`src/rtl/aes_dom_mul_seq_ctrl.sv`:
```
// Sequencing front-end for the first-order DOM-dep GF(2^N) multiplier: operand/randomness
// staging (S1), multiplier enable, pipelined operand copies (S2) and output backpressure.
module aes_dom_mul_seq_ctrl #(
  parameter int unsigned NPower = 4
) (
  input  logic                  clk_i,
  input  logic                  rst_i,

  input  logic                  in_valid_i,
  output logic                  in_ready_o,
  input  logic [NPower-1:0]     a_x_i,
  input  logic [NPower-1:0]     b_x_i,
  input  logic [NPower-1:0]     a_y_i,
  input  logic [NPower-1:0]     b_y_i,

  output logic                  prd_req_o,
  input  logic                  prd_ack_i,
  input  logic [2*NPower-1:0]   prd_i,

  output logic                  mul_we_o,
  output logic [NPower-1:0]     mul_a_x_o,
  output logic [NPower-1:0]     mul_b_x_o,
  output logic [NPower-1:0]     mul_a_y_o,
  output logic [NPower-1:0]     mul_b_y_o,
  output logic [NPower-1:0]     mul_a_x_q_o,
  output logic [NPower-1:0]     mul_b_x_q_o,
  output logic [NPower-1:0]     mul_a_y_q_o,
  output logic [NPower-1:0]     mul_b_y_q_o,
  output logic [NPower-1:0]     mul_z0_o,
  output logic [NPower-1:0]     mul_z1_o,
  input  logic [NPower-1:0]     mul_a_q_i,
  input  logic [NPower-1:0]     mul_b_q_i,

  output logic                  out_valid_o,
  input  logic                  out_ready_i,
  output logic [NPower-1:0]     out_a_q_o,
  output logic [NPower-1:0]     out_b_q_o
);

  typedef enum logic [1:0] {StIdle, StWaitPrd, StReady} state_e;

  state_e st_q, st_d;

  // S1 operand and randomness registers.
  logic [NPower-1:0] a_x_q, a_x_d, b_x_q, b_x_d, a_y_q, a_y_d, b_y_q, b_y_d;
  logic [NPower-1:0] z0_q, z0_d, z1_q, z1_d;

  // S2 pipelined operand copies, aligned with the multiplier's internal registers.
  logic [NPower-1:0] a_x_s2_q, a_x_s2_d, b_x_s2_q, b_x_s2_d;
  logic [NPower-1:0] a_y_s2_q, a_y_s2_d, b_y_s2_q, b_y_s2_d;
  logic              s2_v_q, s2_v_d;

  logic xfer, accept, prd_take, out_hs;

  assign xfer   = (st_q == StReady) && (!s2_v_q || out_ready_i);
  // Gated by reset so the handshake outputs read 0 while reset is held.
  assign in_ready_o = !rst_i && ((st_q == StIdle) || xfer);
  assign prd_req_o  = !rst_i && (st_q == StWaitPrd);
  assign accept   = in_ready_o && in_valid_i;
  assign prd_take = prd_req_o && prd_ack_i;
  assign out_hs   = s2_v_q && out_ready_i;

  assign mul_we_o    = xfer;
  assign mul_a_x_o   = a_x_q;
  assign mul_b_x_o   = b_x_q;
  assign mul_a_y_o   = a_y_q;
  assign mul_b_y_o   = b_y_q;
  assign mul_a_x_q_o = a_x_s2_q;
  assign mul_b_x_q_o = b_x_s2_q;
  assign mul_a_y_q_o = a_y_s2_q;
  assign mul_b_y_q_o = b_y_s2_q;
  assign mul_z0_o    = z0_q;
  assign mul_z1_o    = z1_q;

  assign out_valid_o = s2_v_q;
  assign out_a_q_o   = mul_a_q_i;
  assign out_b_q_o   = mul_b_q_i;

  always_comb begin
    st_d = st_q;
    unique case (st_q)
      StIdle:    if (accept) st_d = StWaitPrd;
      StWaitPrd: if (prd_take) st_d = StReady;
      StReady:   if (xfer) st_d = accept ? StWaitPrd : StIdle;
      default:   st_d = StIdle;
    endcase
  end

  always_comb begin
    a_x_d = a_x_q;
    b_x_d = b_x_q;
    a_y_d = a_y_q;
    b_y_d = b_y_q;
    if (accept) begin
      a_x_d = a_x_i;
      b_x_d = b_x_i;
      a_y_d = a_y_i;
      b_y_d = b_y_i;
    end else if (xfer) begin
      a_x_d = '0;
      b_x_d = '0;
      a_y_d = '0;
      b_y_d = '0;
    end
  end

  // Each randomness pair feeds exactly one enable pulse and is wiped right after.
  always_comb begin
    z0_d = z0_q;
    z1_d = z1_q;
    if (prd_take) begin
      z0_d = prd_i[NPower-1:0];
      z1_d = prd_i[2*NPower-1:NPower];
    end else if (xfer) begin
      z0_d = '0;
      z1_d = '0;
    end
  end

  always_comb begin
    a_x_s2_d = a_x_s2_q;
    b_x_s2_d = b_x_s2_q;
    a_y_s2_d = a_y_s2_q;
    b_y_s2_d = b_y_s2_q;
    s2_v_d   = s2_v_q;
    if (xfer) begin
      a_x_s2_d = a_x_q;
      b_x_s2_d = b_x_q;
      a_y_s2_d = a_y_q;
      b_y_s2_d = b_y_q;
      s2_v_d   = 1'b1;
    end else if (out_hs) begin
      a_x_s2_d = '0;
      b_x_s2_d = '0;
      a_y_s2_d = '0;
      b_y_s2_d = '0;
      s2_v_d   = 1'b0;
    end
  end

  always_ff @(posedge clk_i or posedge rst_i) begin
    if (rst_i) begin
      st_q     <= StIdle;
      a_x_q    <= '0;
      b_x_q    <= '0;
      a_y_q    <= '0;
      b_y_q    <= '0;
      z0_q     <= '0;
      z1_q     <= '0;
      a_x_s2_q <= '0;
      b_x_s2_q <= '0;
      a_y_s2_q <= '0;
      b_y_s2_q <= '0;
      s2_v_q   <= 1'b0;
    end else begin
      st_q     <= st_d;
      a_x_q    <= a_x_d;
      b_x_q    <= b_x_d;
      a_y_q    <= a_y_d;
      b_y_q    <= b_y_d;
      z0_q     <= z0_d;
      z1_q     <= z1_d;
      a_x_s2_q <= a_x_s2_d;
      b_x_s2_q <= b_x_s2_d;
      a_y_s2_q <= a_y_s2_d;
      b_y_s2_q <= b_y_s2_d;
      s2_v_q   <= s2_v_d;
    end
  end

endmodule

```
`config.mk`:
```
export PLATFORM = sky130hd
export DESIGN_NAME = aes_dom_mul_seq_ctrl
export DESIGN_NICKNAME = d
export VERILOG_FILES = /design/src/rtl/aes_dom_mul_seq_ctrl.sv
export SDC_FILE = /design/constraint.sdc
export NUM_CORES = 1
export LEC_CHECK = 0
export CORE_MARGIN = 2
export CORE_UTILIZATION = 41
export CTS_CLUSTER_DIAMETER = 200
export DETAILED_ROUTE_END_ITERATION = 8
export GPL_TIMING_DRIVEN = 1
export HOLD_SLACK_MARGIN = 0.12
export PLACE_DENSITY_LB_ADDON = 0.05
export SLEW_MARGIN = 20
export SYNTH_ARGS = -nofsm -noshare
export SYNTH_HDL_FRONTEND = slang
export SYNTH_SLANG_ARGS = --single-unit
```
`constraint.sdc`:
```
create_clock -name clk_i -period 2.2 [get_ports clk_i]
set_clock_uncertainty 0.2 [all_clocks]
set_input_delay 0.66 -clock clk_i [delete_from_list [all_inputs] [get_ports clk_i]]
set_output_delay 0.66 -clock clk_i [all_outputs]
set_load 0.005 [all_outputs]
```
==> results.env <==
CRIT_PATH_START_KIND='primary input'
TOTAL_LEAKAGE_POWER_nW=1.37
SEQUENTIAL_CELL_AREA_UM2=1080
DIE-HEIGHT_UM=72.5
SYN_TO_FINAL_GROWTH_PCT=44.8
CTS_BUFFERS=5
FMAXACHIEVABLE_MHz=461
WORST_PIN_SLEW_NS=0.609
POST-ROUTE-UTIL_PCT=62.6
WORST-ENDPOINT-REQUIRED_NS=1.34
SYNTH-MAIN-FF-CELL='sky130_fd_sc_hd__dfrtp_1'
INITIAL_CORE_UTIL_PCT=43.2
RUN_STATUS='finished, final reports clean'
SYNTH-EDFF-COUNT=0
CELLPOWERDENSITY_nW_PER_UM2=1220
FINALCRITICALPERIOD_NS=2.17
FINAL-MAX-SLEW-VIOLATION-COUNT=0
MAPPEDNETLISTAREA_UM2=1920
DRTITER0DRC=116
OVERFLOW=0
ASYNC_RESET_FF_SHARE_PCT=100
MIN_PATH_TYPE='flop to flop'
REPORT.FINAL.HOLD_VIOL_COUNT=0
WIRELENGTH_UM=4460
CLOCK_TREE_FROM_TRITONCTS='yes'
DRT-WIRELENGTH-PER-CELL_UM=16.2
FIN_SETUP_TNS_NS=0
MAXCAPVIOLCOUNT=0
GLOBALPLACE.CONGESTION=0.787
END_KIND='output port'
TIMING.FINAL.CRIT_SHARE_PCT=98.6
SYNTH.FF_LATCH_COUNT=43
DESIGN.FINAL.NETS=260
NETLIST_INSTANCES=149
DIE_AREA_UM2=5250
NUM_VIAS=1422
CRITICAL_PATH_CLASS='primary input to output port'
STDCELL_COUNT=276
YOSYS_WARNS=0
DETAIL-ROUTE-ANTENNA-NETS=0
H_TREE_DEPTH_REPORTED_BY_CTS=2
CLOCKBUFFERDEPTH=2
CLK_LATENCY_NS=0.29
GRT_MAX_DEGREE=44
POST_SYNTH.CELL_AREA_AVG_UM2=12.9
PLACE_HPWL_UM=3150
SEQ_AREA_FRAC_SYNTH_PCT=56.0
DRCVIOLATIONCOUNT=0
GRT_FIRST_PASS_WIRELENGTH_UM=7540
DR_PASS1_ITERATIONS=4
SYNTH_NETS=186
SYNTHDISTINCTLIBCELLS=28
CTS-ROOT-BUF='sky130_fd_sc_hd__clkbuf_8'
CORE-AREA_UM2=4440
FINAL_WORST_HOLD_SLACK_NS=0.303
MULTI_INPUT_COMB_AREA_UM2=621
LEADING_CELL_TYPES_IN_THE_LAYOUT_FILL_AND_TAPS_EXCLUDED='sky130_fd_sc_hd__clkdlybuf4s50_1 (66), sky130_fd_sc_hd__dfrtp_1 (43), sky130_fd_sc_hd__o21ai_0 (17)'
SETUP_VIOL_COUNT_FINAL=0
CP_MAX_FO=3
PIN_COUNT=89
DIE_BOUNDARY_WIDTH_UM=72.5
TRITONCTS_NUM_SINKS=43
ANTENNA_CELLS=0
PLACEDCELLCOUNT=267
POST-LAYOUT-TOTAL-POWER_mW=3.38
NUM_ROWS=24
INITIAL_ANTENNA_VIOLATION_COUNT=0
VIAS_PER_CELL=5.15
WORST_SETUP_HOLD_PATH_CLK_SLEW_NS=0.09
GRT_PASS1_VIAS=1500
GRT_UTIL_ALL_LAYERS_PCT=18.3
MAXSLEWHEADROOM_PCT=59.4
BUFFER_PORTS.INSERTED=72
MOSTFREQUENTLAYOUTCELL='sky130_fd_sc_hd__clkdlybuf4s50_1'
WORST-ENDPOINT-ARRIVAL_NS=1.31
RSZ0062_AT_GRT='false'
VDD_DROP_MAX_mV=0.682
N_FILL_CELL=343
SHARE_OF_LAYOUT_CELLS_ABOVE_DRIVE_STRENGTH_1_PCT=18.8
-- synthesized netlist by cell type (4+ instances only) --
cell                      instances  share of area (%)
sky130_fd_sc_hd__dfrtp_1         43                 56
sky130_fd_sc_hd__inv_1           17                3.3
sky130_fd_sc_hd__o21ai_0         17                4.4
sky130_fd_sc_hd__a22o_1          16                7.3
sky130_fd_sc_hd__mux2i_1         16                8.3
sky130_fd_sc_hd__a22o_2           8                4.2
sky130_fd_sc_hd__buf_4            8                3.1
sky130_fd_sc_hd__buf_6            4                2.3
-- logic make-up (layout without fill, tap and decap cells) --
logic type	count (synthesis)	count (layout)	synth area share, %
flip-flops	43	43	56.0
multiplexers	16	16	8.33
AND/OR/NAND/NOR	12	12	5.66
AO/OA/AOI/OAI	44	44	18.0
buffers and inverters	34	109	12.0
-- final cells by class --
class | count | share of cell area, %
clock buffers | 5 | 2.47
multi-input cells | 72 | 22.3
clock inverters | 3 | 1.57
repair buffers | 84 | 30.4
well taps | 52 | 2.34
inverters | 17 | 2.29
flip-flops and latches | 43 | 38.7
-- what timing repair did --
| item | in CTS | in global routing |
|---|---|---|
| gates resized for setup | 21 | 2 |
| pin swaps | 2 | 1 |
| hold buffers | 0 | 0 |
| setup buffers | 1 | 0 |
| endpoints found under the setup margin | 4 | 2 |
-- routing by layer --
layer  GRT usage [%]  share of wire (%)  vias to the layer above
met5               0                  0                        -
met4            4.94               0.69                        0
met3            4.86                5.5                        8
met2            29.3                 48                       57
met1            24.9                 46                      704
li1                -                  -                      653
-- power breakdown --
group,switching [mW],internal [mW],leakage [nW]
logic,0.467,0.940,0.762
clock network,0.283,0.338,0.0581
registers,0.235,1.12,0.552
total,0.985,2.40,1.37
-- per-stage QoR --
| stage | setup slack, ns | cell area, µm² |
|---|---|---|
| after floorplan | 0.104 | 1920 |
| after global placement | -0.696 | 2660 |
| after detailed placement | -0.707 | 2660 |
| after CTS | 0.00389 | 2790 |
| after global routing | 0.00322 | 2780 |
| final | 0.0315 | 2780 |
-- critical path: stages --
cell and delay (ns):
sky130_fd_sc_hd__clkdlybuf4s15_2 0.19, sky130_fd_sc_hd__nand3b_1 0.17, sky130_fd_sc_hd__and2_4 0.17, sky130_fd_sc_hd__buf_2 0.12
-- state kept, by name, summed over array words and instances, names as in the netlist --
register,count
mul_a_x_o,4
mul_a_x_q_o,4
mul_a_y_o,4
mul_a_y_q_o,4
mul_b_x_o,4
mul_b_x_q_o,4
mul_b_y_o,4
mul_b_y_q_o,4
mul_z0_o,4
mul_z1_o,4
out_valid_o,1
st_q,2
-- path summary, 6_finish.rpt --
kind	from	endpoint	slack [ns]	cells past startpoint
worst min register to register	mul_a_y_q_o[0]$_DFFE_PP0P_	mul_a_y_q_o[0]$_DFFE_PP0P_	0.30	1
min in group asynchronous	rst_i	mul_b_x_q_o[0]$_DFFE_PP0P_	0.34	3
worst max-delay path	out_ready_i	in_ready_o	0.03	4
worst min-delay path	mul_a_y_q_o[0]$_DFFE_PP0P_	mul_a_y_q_o[0]$_DFFE_PP0P_	0.30	1
worst max register to register	st_q[1]$_DFFE_PP0P_	mul_a_x_q_o[1]$_DFFE_PP0P_	0.28	4
max in group asynchronous	rst_i	mul_b_y_o[1]$_DFFE_PP0P_	1.26	3
Note: power is estimated with default switching activity, not from simulation.
